--- config.mk ---
export PLATFORM = sky130hd
export DESIGN_NAME = sys_spm_axi_osr_gate
export DESIGN_NICKNAME = d
export VERILOG_FILES = /design/src/rtl/sys_spm_pkg.sv /design/src/rtl/sys_spm_osr_chan.sv /design/src/rtl/sys_spm_axi_osr_gate.sv
export SDC_FILE = /design/constraint.sdc
export NUM_CORES = 1
export LEC_CHECK = 0
export BUFFER_PORTS_ARGS = -buffer_cell sky130_fd_sc_hd__buf_2
export CORE_AREA = 8 8 215 217
export DETAILED_ROUTE_END_ITERATION = 8
export DIE_AREA = 0 0 223 225
export GPL_TIMING_DRIVEN = 0
export PLACE_DENSITY = 0.37
export SYNTH_ARGS = -nofsm -noshare
export SYNTH_HDL_FRONTEND = slang
export SYNTH_SLANG_ARGS = --single-unit
--- constraint.sdc ---
create_clock -name i_clk -period 2.33 [get_ports i_clk]
set_input_delay 0.1165 -clock i_clk [delete_from_list [all_inputs] [get_ports i_clk]]
set_output_delay 0.1165 -clock i_clk [all_outputs]
set_load 0.01 [all_outputs]
--- src/rtl/sys_spm_pkg.sv ---
// sys_spm_pkg: shared SPM AXI-LT types, OSR limits and the OSR gate state encoding.
package sys_spm_pkg;
  localparam int unsigned SYS_SPM_MAX_WR_OSR = 16;
  localparam int unsigned SYS_SPM_MAX_RD_OSR = 16;
  typedef logic [$clog2(SYS_SPM_MAX_WR_OSR+1)-1:0] sys_spm_wr_osr_t;
  typedef logic [$clog2(SYS_SPM_MAX_RD_OSR+1)-1:0] sys_spm_rd_osr_t;
  typedef enum logic [1:0] {RUN, DRAIN, QUIESCED} sys_spm_osr_state_e;
  typedef logic [3:0]  sys_spm_targ_lt_axi_id_t;
  typedef logic [31:0] sys_spm_axi_addr_t;
  typedef logic [63:0] sys_spm_axi_data_t;
  typedef logic [7:0]  sys_spm_axi_strb_t;
  typedef logic [7:0]  sys_spm_axi_len_t;
  typedef logic [2:0]  sys_spm_axi_size_t;
  typedef logic [1:0]  sys_spm_axi_burst_t;
  typedef logic [3:0]  sys_spm_axi_cache_t;
  typedef logic [2:0]  sys_spm_axi_prot_t;
  typedef logic [1:0]  sys_spm_axi_resp_t;
endpackage

--- src/rtl/sys_spm_osr_chan.sv ---
// sys_spm_osr_chan: outstanding-request counter, valid commit hold, gate and underflow flag for one direction.
module sys_spm_osr_chan #(
  parameter int unsigned MAX = 16
) (
  input  logic                     i_clk,
  input  logic                     i_rst,
  input  logic                     i_run,
  input  logic                     i_svalid,
  input  logic                     i_mready,
  input  logic                     i_rsp,
  output logic                     o_mvalid,
  output logic                     o_sready,
  output logic                     o_commit,
  output logic                     o_underflow,
  output logic [$clog2(MAX+1)-1:0] o_cnt
);
  localparam int unsigned W = $clog2(MAX+1);
  localparam logic [W-1:0] MAXV = W'(MAX);
  logic [W-1:0] cnt_q, cnt_d;
  logic commit_q, commit_d, uf_q, uf_d, open, hs;
  always_comb begin
    open = (i_run && cnt_q < MAXV) || commit_q;
    o_mvalid = i_svalid & open;
    o_sready = i_mready & open;
    hs = o_mvalid & i_mready;
    // a valid shown to the target must stay up until taken, whatever the gate state does
    commit_d = o_mvalid & ~i_mready;
    uf_d = uf_q | (i_rsp && cnt_q == '0);
    cnt_d = (hs && !i_rsp) ? cnt_q + W'(1) : (i_rsp && !hs && cnt_q != '0) ? cnt_q - W'(1) : cnt_q;
  end
  always_ff @(posedge i_clk or posedge i_rst) begin
    if (i_rst) begin
      cnt_q <= '0;
      commit_q <= 1'b0;
      uf_q <= 1'b0;
    end else begin
      cnt_q <= cnt_d;
      commit_q <= commit_d;
      uf_q <= uf_d;
    end
  end
  assign o_cnt = cnt_q;
  assign o_commit = commit_q;
  assign o_underflow = uf_q;
endmodule

--- src/rtl/sys_spm_axi_osr_gate.sv ---
// sys_spm_axi_osr_gate: AXI-LT OSR limiter and quiesce handshake in front of the SPM.
// Optional SYS_SPM_OSR_PERF_CNT_EN adds peak-count and stall-cycle counters.
module sys_spm_axi_osr_gate
  import sys_spm_pkg::*;
#(
  parameter int unsigned MAX_WR_OSR = SYS_SPM_MAX_WR_OSR,
  parameter int unsigned MAX_RD_OSR = SYS_SPM_MAX_RD_OSR,
  parameter type axi_id_t = sys_spm_targ_lt_axi_id_t
) (
  input  logic                            i_clk,
  input  logic                            i_rst,
  input  sys_spm_axi_addr_t               i_axi_s_awaddr,
  input  axi_id_t                         i_axi_s_awid,
  input  sys_spm_axi_len_t                i_axi_s_awlen,
  input  sys_spm_axi_size_t               i_axi_s_awsize,
  input  sys_spm_axi_burst_t              i_axi_s_awburst,
  input  logic                            i_axi_s_awlock,
  input  sys_spm_axi_cache_t              i_axi_s_awcache,
  input  sys_spm_axi_prot_t               i_axi_s_awprot,
  input  logic                            i_axi_s_awvalid,
  output logic                            o_axi_s_awready,
  output sys_spm_axi_addr_t               o_axi_m_awaddr,
  output axi_id_t                         o_axi_m_awid,
  output sys_spm_axi_len_t                o_axi_m_awlen,
  output sys_spm_axi_size_t               o_axi_m_awsize,
  output sys_spm_axi_burst_t              o_axi_m_awburst,
  output logic                            o_axi_m_awlock,
  output sys_spm_axi_cache_t              o_axi_m_awcache,
  output sys_spm_axi_prot_t               o_axi_m_awprot,
  output logic                            o_axi_m_awvalid,
  input  logic                            i_axi_m_awready,
  input  sys_spm_axi_addr_t               i_axi_s_araddr,
  input  axi_id_t                         i_axi_s_arid,
  input  sys_spm_axi_len_t                i_axi_s_arlen,
  input  sys_spm_axi_size_t               i_axi_s_arsize,
  input  sys_spm_axi_burst_t              i_axi_s_arburst,
  input  logic                            i_axi_s_arlock,
  input  sys_spm_axi_cache_t              i_axi_s_arcache,
  input  sys_spm_axi_prot_t               i_axi_s_arprot,
  input  logic                            i_axi_s_arvalid,
  output logic                            o_axi_s_arready,
  output sys_spm_axi_addr_t               o_axi_m_araddr,
  output axi_id_t                         o_axi_m_arid,
  output sys_spm_axi_len_t                o_axi_m_arlen,
  output sys_spm_axi_size_t               o_axi_m_arsize,
  output sys_spm_axi_burst_t              o_axi_m_arburst,
  output logic                            o_axi_m_arlock,
  output sys_spm_axi_cache_t              o_axi_m_arcache,
  output sys_spm_axi_prot_t               o_axi_m_arprot,
  output logic                            o_axi_m_arvalid,
  input  logic                            i_axi_m_arready,
  input  sys_spm_axi_data_t               i_axi_s_wdata,
  input  sys_spm_axi_strb_t               i_axi_s_wstrb,
  input  logic                            i_axi_s_wlast,
  input  logic                            i_axi_s_wvalid,
  output logic                            o_axi_s_wready,
  output sys_spm_axi_data_t               o_axi_m_wdata,
  output sys_spm_axi_strb_t               o_axi_m_wstrb,
  output logic                            o_axi_m_wlast,
  output logic                            o_axi_m_wvalid,
  input  logic                            i_axi_m_wready,
  input  logic                            i_axi_m_bvalid,
  input  axi_id_t                         i_axi_m_bid,
  input  sys_spm_axi_resp_t               i_axi_m_bresp,
  output logic                            o_axi_m_bready,
  output logic                            o_axi_s_bvalid,
  output axi_id_t                         o_axi_s_bid,
  output sys_spm_axi_resp_t               o_axi_s_bresp,
  input  logic                            i_axi_s_bready,
  input  logic                            i_axi_m_rvalid,
  input  logic                            i_axi_m_rlast,
  input  axi_id_t                         i_axi_m_rid,
  input  sys_spm_axi_data_t               i_axi_m_rdata,
  input  sys_spm_axi_resp_t               i_axi_m_rresp,
  output logic                            o_axi_m_rready,
  output logic                            o_axi_s_rvalid,
  output logic                            o_axi_s_rlast,
  output axi_id_t                         o_axi_s_rid,
  output sys_spm_axi_data_t               o_axi_s_rdata,
  output sys_spm_axi_resp_t               o_axi_s_rresp,
  input  logic                            i_axi_s_rready,
  input  logic                            i_quiesce_req,
  output logic                            o_quiesce_ack,
  output logic [$clog2(MAX_WR_OSR+1)-1:0] o_wr_osr,
  output logic [$clog2(MAX_RD_OSR+1)-1:0] o_rd_osr,
`ifdef SYS_SPM_OSR_PERF_CNT_EN
  input  logic                            i_perf_clr,
  output logic [$clog2(MAX_WR_OSR+1)-1:0] o_wr_osr_peak,
  output logic [$clog2(MAX_RD_OSR+1)-1:0] o_rd_osr_peak,
  output logic [31:0]                     o_stall_cycles,
`endif
  output logic                            o_err_underflow
);
  sys_spm_osr_state_e state_q, state_d;
  logic ack_q, run, drained, aw_commit, ar_commit, wr_uf, rd_uf;
  assign {o_axi_m_awaddr, o_axi_m_awid, o_axi_m_awlen, o_axi_m_awsize, o_axi_m_awburst, o_axi_m_awlock, o_axi_m_awcache, o_axi_m_awprot} =
         {i_axi_s_awaddr, i_axi_s_awid, i_axi_s_awlen, i_axi_s_awsize, i_axi_s_awburst, i_axi_s_awlock, i_axi_s_awcache, i_axi_s_awprot};
  assign {o_axi_m_araddr, o_axi_m_arid, o_axi_m_arlen, o_axi_m_arsize, o_axi_m_arburst, o_axi_m_arlock, o_axi_m_arcache, o_axi_m_arprot} =
         {i_axi_s_araddr, i_axi_s_arid, i_axi_s_arlen, i_axi_s_arsize, i_axi_s_arburst, i_axi_s_arlock, i_axi_s_arcache, i_axi_s_arprot};
  assign {o_axi_m_wdata, o_axi_m_wstrb, o_axi_m_wlast, o_axi_m_wvalid, o_axi_s_wready} =
         {i_axi_s_wdata, i_axi_s_wstrb, i_axi_s_wlast, i_axi_s_wvalid, i_axi_m_wready};
  assign {o_axi_s_bvalid, o_axi_s_bid, o_axi_s_bresp, o_axi_m_bready} = {i_axi_m_bvalid, i_axi_m_bid, i_axi_m_bresp, i_axi_s_bready};
  assign {o_axi_s_rvalid, o_axi_s_rlast, o_axi_s_rid, o_axi_s_rdata, o_axi_s_rresp, o_axi_m_rready} =
         {i_axi_m_rvalid, i_axi_m_rlast, i_axi_m_rid, i_axi_m_rdata, i_axi_m_rresp, i_axi_s_rready};
  sys_spm_osr_chan #(.MAX(MAX_WR_OSR)) u_wr (
    .i_clk(i_clk), .i_rst(i_rst), .i_run(run), .i_svalid(i_axi_s_awvalid), .i_mready(i_axi_m_awready),
    .i_rsp(i_axi_m_bvalid & i_axi_s_bready), .o_mvalid(o_axi_m_awvalid), .o_sready(o_axi_s_awready),
    .o_commit(aw_commit), .o_underflow(wr_uf), .o_cnt(o_wr_osr)
  );
  sys_spm_osr_chan #(.MAX(MAX_RD_OSR)) u_rd (
    .i_clk(i_clk), .i_rst(i_rst), .i_run(run), .i_svalid(i_axi_s_arvalid), .i_mready(i_axi_m_arready),
    .i_rsp(i_axi_m_rvalid & i_axi_s_rready & i_axi_m_rlast), .o_mvalid(o_axi_m_arvalid), .o_sready(o_axi_s_arready),
    .o_commit(ar_commit), .o_underflow(rd_uf), .o_cnt(o_rd_osr)
  );
  always_comb begin
    run = state_q == RUN;
    drained = o_wr_osr == '0 && o_rd_osr == '0 && !aw_commit && !ar_commit;
    state_d = !i_quiesce_req ? RUN : run ? DRAIN : (state_q == DRAIN && drained) ? QUIESCED : state_q;
  end
  always_ff @(posedge i_clk or posedge i_rst) begin
    if (i_rst) begin
      state_q <= RUN;
      ack_q <= 1'b0;
    end else begin
      state_q <= state_d;
      ack_q <= state_d == QUIESCED;
    end
  end
  assign o_quiesce_ack = ack_q;
  assign o_err_underflow = wr_uf | rd_uf;
`ifdef SYS_SPM_OSR_PERF_CNT_EN
  logic [$clog2(MAX_WR_OSR+1)-1:0] wr_peak_q;
  logic [$clog2(MAX_RD_OSR+1)-1:0] rd_peak_q;
  logic [31:0] stall_q;
  logic blocked;
  // upstream valid that the gate is holding back
  assign blocked = (i_axi_s_awvalid & ~o_axi_m_awvalid) | (i_axi_s_arvalid & ~o_axi_m_arvalid);
  always_ff @(posedge i_clk or posedge i_rst) begin
    if (i_rst) begin
      wr_peak_q <= '0;
      rd_peak_q <= '0;
      stall_q <= '0;
    end else if (i_perf_clr) begin
      wr_peak_q <= '0;
      rd_peak_q <= '0;
      stall_q <= '0;
    end else begin
      wr_peak_q <= (o_wr_osr > wr_peak_q) ? o_wr_osr : wr_peak_q;
      rd_peak_q <= (o_rd_osr > rd_peak_q) ? o_rd_osr : rd_peak_q;
      stall_q <= (blocked && stall_q != '1) ? stall_q + 32'd1 : stall_q;
    end
  end
  assign o_wr_osr_peak = wr_peak_q;
  assign o_rd_osr_peak = rd_peak_q;
  assign o_stall_cycles = stall_q;
`endif
endmodule

==> results_dict.tcl <==
set metrics [dict create \
    worstPathArrival_ps 2360 \
    status "finished, final reports clean" \
    syn_to_final_growth_pct 75.93 \
    fin_setup_tns_ps 0 \
    synthCells 366 \
    met3_usage_pct 2.524 \
    grt_util_all_layers_pct 5.709 \
    syn_avg_cell_area_sq_um 8.523 \
    place_inst 1209 \
    die-width_um 223 \
    clock_skew_ps 5.356 \
    vias_per_cell 2.651 \
    max_freq_mhz 462.3 \
    placementRows 76 \
    final_core_util_pct 12.85 \
    clk_latency_ps 260 \
    diodes 0 \
    ant_nets 0 \
    whs_ps 1.377 \
    firstDrtPassIters 4 \
    fin_crit_sh_pct 92.84 \
    startpoint_type "flip-flop" \
    clkTransAtPathRegs_ps 60 \
    numCtsBuffers 3 \
    final_common_cell "buf_2" \
    rsz0062_at_grt "no" \
    fillers 4857 \
    ys_ff_latch 17 \
    drive_above_1_share_pct 89.32 \
    grt_max_degree 18 \
    grt_pass1_wl_mm 22.45 \
    slew_viol_final 0 \
    regArea_sq_um 429.2 \
    synth-async-reset-ratio_pct 100.0 \
    drtIter0Drc 78 \
    fin_cells 1220 \
    ff2ff_path_depth 8 \
    final-setup-viol-count 0 \
    grt-ovfl-total 0 \
    grt_pass1_vias 3661 \
    ir_drop_v 0.0003377 \
    num_vias 3234 \
    period_minus_slack_ps 2163 \
    start_util_pct 7.306 \
    powerDensity_mw_per_mm2 485.8 \
    layout.nets 960 \
    antenna_found_initial 1 \
    synth_top_cell_by_area "buf_4" \
    cts_tree "yes" \
    wl_mm 16.58 \
    synth_area_leaders "buf_4, dfrtp_1, ha_1, mux2_4, fa_1" \
    slew_headroom_pct 48.29 \
    use_met1_pct 5.881 \
    gr-max-usage-layer "met2" \
    ys.flop_type "dfrtp_1" \
    tightest_slew_ps 774.8 \
    port_buffers 297 \
    syn_nets 651 \
    mostFrequentLayoutCells "buf_2, buf_4, dfrtp_1" \
    gr-usage-met2_pct 10.55 \
    synth.distinct_cells 35 \
    p_leak_nw 3.029 \
    cp.required_ps 2530 \
    synth-edff-count 0 \
    synth_area_sq_mm 0.003119 \
    hold_path.class "input pin to async pin" \
    worstSetupPathType "flip-flop to flip-flop" \
    fin_total_pwr_w 0.002666 \
    ys_warn_count 0 \
    core_sq_mm 0.04270 \
    hold_buffers 0 \
    floorplan.die_area_sq_mm 0.05018 \
    avgRoutedWirePerCell_um 13.59 \
    die_h_um 225 \
    drv_cap 0 \
    hpwl_mm 15.66 \
    multi_input_area_sq_um 718.2 \
    cts_sinks 17 \
    cts_root_buf "clkbuf_16" \
    ff2ff_setup_slack_ps 170 \
    synth_seq_area_share_pct 13.64 \
    htreeDepth 1 \
    drc 0 \
    ios 563 \
    synth_top_area_share_pct 64.98 \
    gp_congestion 0.8771 \
    hold_viol_final 0 \
    cts_max_path_buffers 2 \
    critPathMaxFanout 7 \
    worstSetupEndpointType "flip-flop" \
]
[stage by stage]
step / worst slack, ps / instance area (sq um)
after global routing: 5.106 / 5488
after global placement: -389.3 / 5289
after floorplan: 182.1 / 3119
after detailed placement: -370.0 / 5289
after CTS: 17.78 / 5409
final: 166.9 / 5488
[final cells by class]
class                   count  area share [%]
plain buffers             270           36.94
repair buffers            304           28.11
multi-input cells          77           13.09
well taps                 546           12.45
flip-flops and latches     17           7.820
clock buffers               3           1.368
inverters                   2          0.1368
clock inverters             1         0.09120
[cell families after synthesis]
family / count (synthesis) / synth area share [%]
buf+inv: 272 / 65.22
xor+xnor: 6 / 1.685
flops: 17 / 13.64
compound gates: 26 / 7.341
fa+ha+maj: 8 / 3.690
simple gates: 33 / 6.498
mux: 4 / 1.925
[power breakdown]
part / internal [W] / total [W] / switching (W)
Clock: 0.000231 / 0.000378 / 0.000147
Combinational: 0.000936 / 0.00169 / 0.000758
Sequential: 0.000407 / 0.000593 / 0.000186
[state kept, by name (all words and copies together), names as in the netlist]
name and flops:
state_q 2, u_wr.o_commit 1, u_wr.o_cnt 5, u_rd.o_commit 1, o_quiesce_ack 1, u_rd.o_cnt 5
u_wr.o_underflow 1, u_rd.o_underflow 1
[critical path, cell delays in order (launching register included)]
cell and delay (ps):
dfrtp_2 450, nor3_4 190, buf_6 140, o2111ai_4 210, fa_2 440, nand3_2 100, nand2_2 60, or4_1 400
nand4_1 110
[routing by layer]
metal / vias to the layer above / share of wire, % / wire, um
met2: 288 / 52 / 8620
li1: 1533 / - / -
met1: 1397 / 35 / 5827
met4: 0 / 2.4 / 392
met3: 16 / 10 / 1741
met5: - / 0 / 0
[cell usage after synthesis (3+ instances only)]
library cell  count
o21a_1            5
a21o_1            3
nor2b_1           4
xor2_1            4
nand3_1           5
mux2_4            4
ha_1              6
nand2_1           5
buf_4           270
nor2_1            4
a21oi_1           4
dfrtp_1          17
[worst paths after layout]
path | start | endpoint
max in group asynchronous | i_rst | state_q[1]
setup reg to reg | state_q[0] | u_wr.o_cnt[4]
hold / removal | i_rst | u_wr.o_cnt[0]
setup / recovery | state_q[0] | u_wr.o_cnt[4]
hold reg to reg | u_wr.o_underflow | u_wr.o_underflow
min in group i_clk | i_axi_m_arready | u_rd.o_commit
[what timing repair did]
action                                  4_1_cts  5_1_grt
endpoints found under the setup margin        4        2
resized for setup                             4        9
hold endpoints to repair                      0        0
pin swaps                                     1        4
buffers inserted                              2        5
No activity file was read; power rests on OpenSTA's default activity.
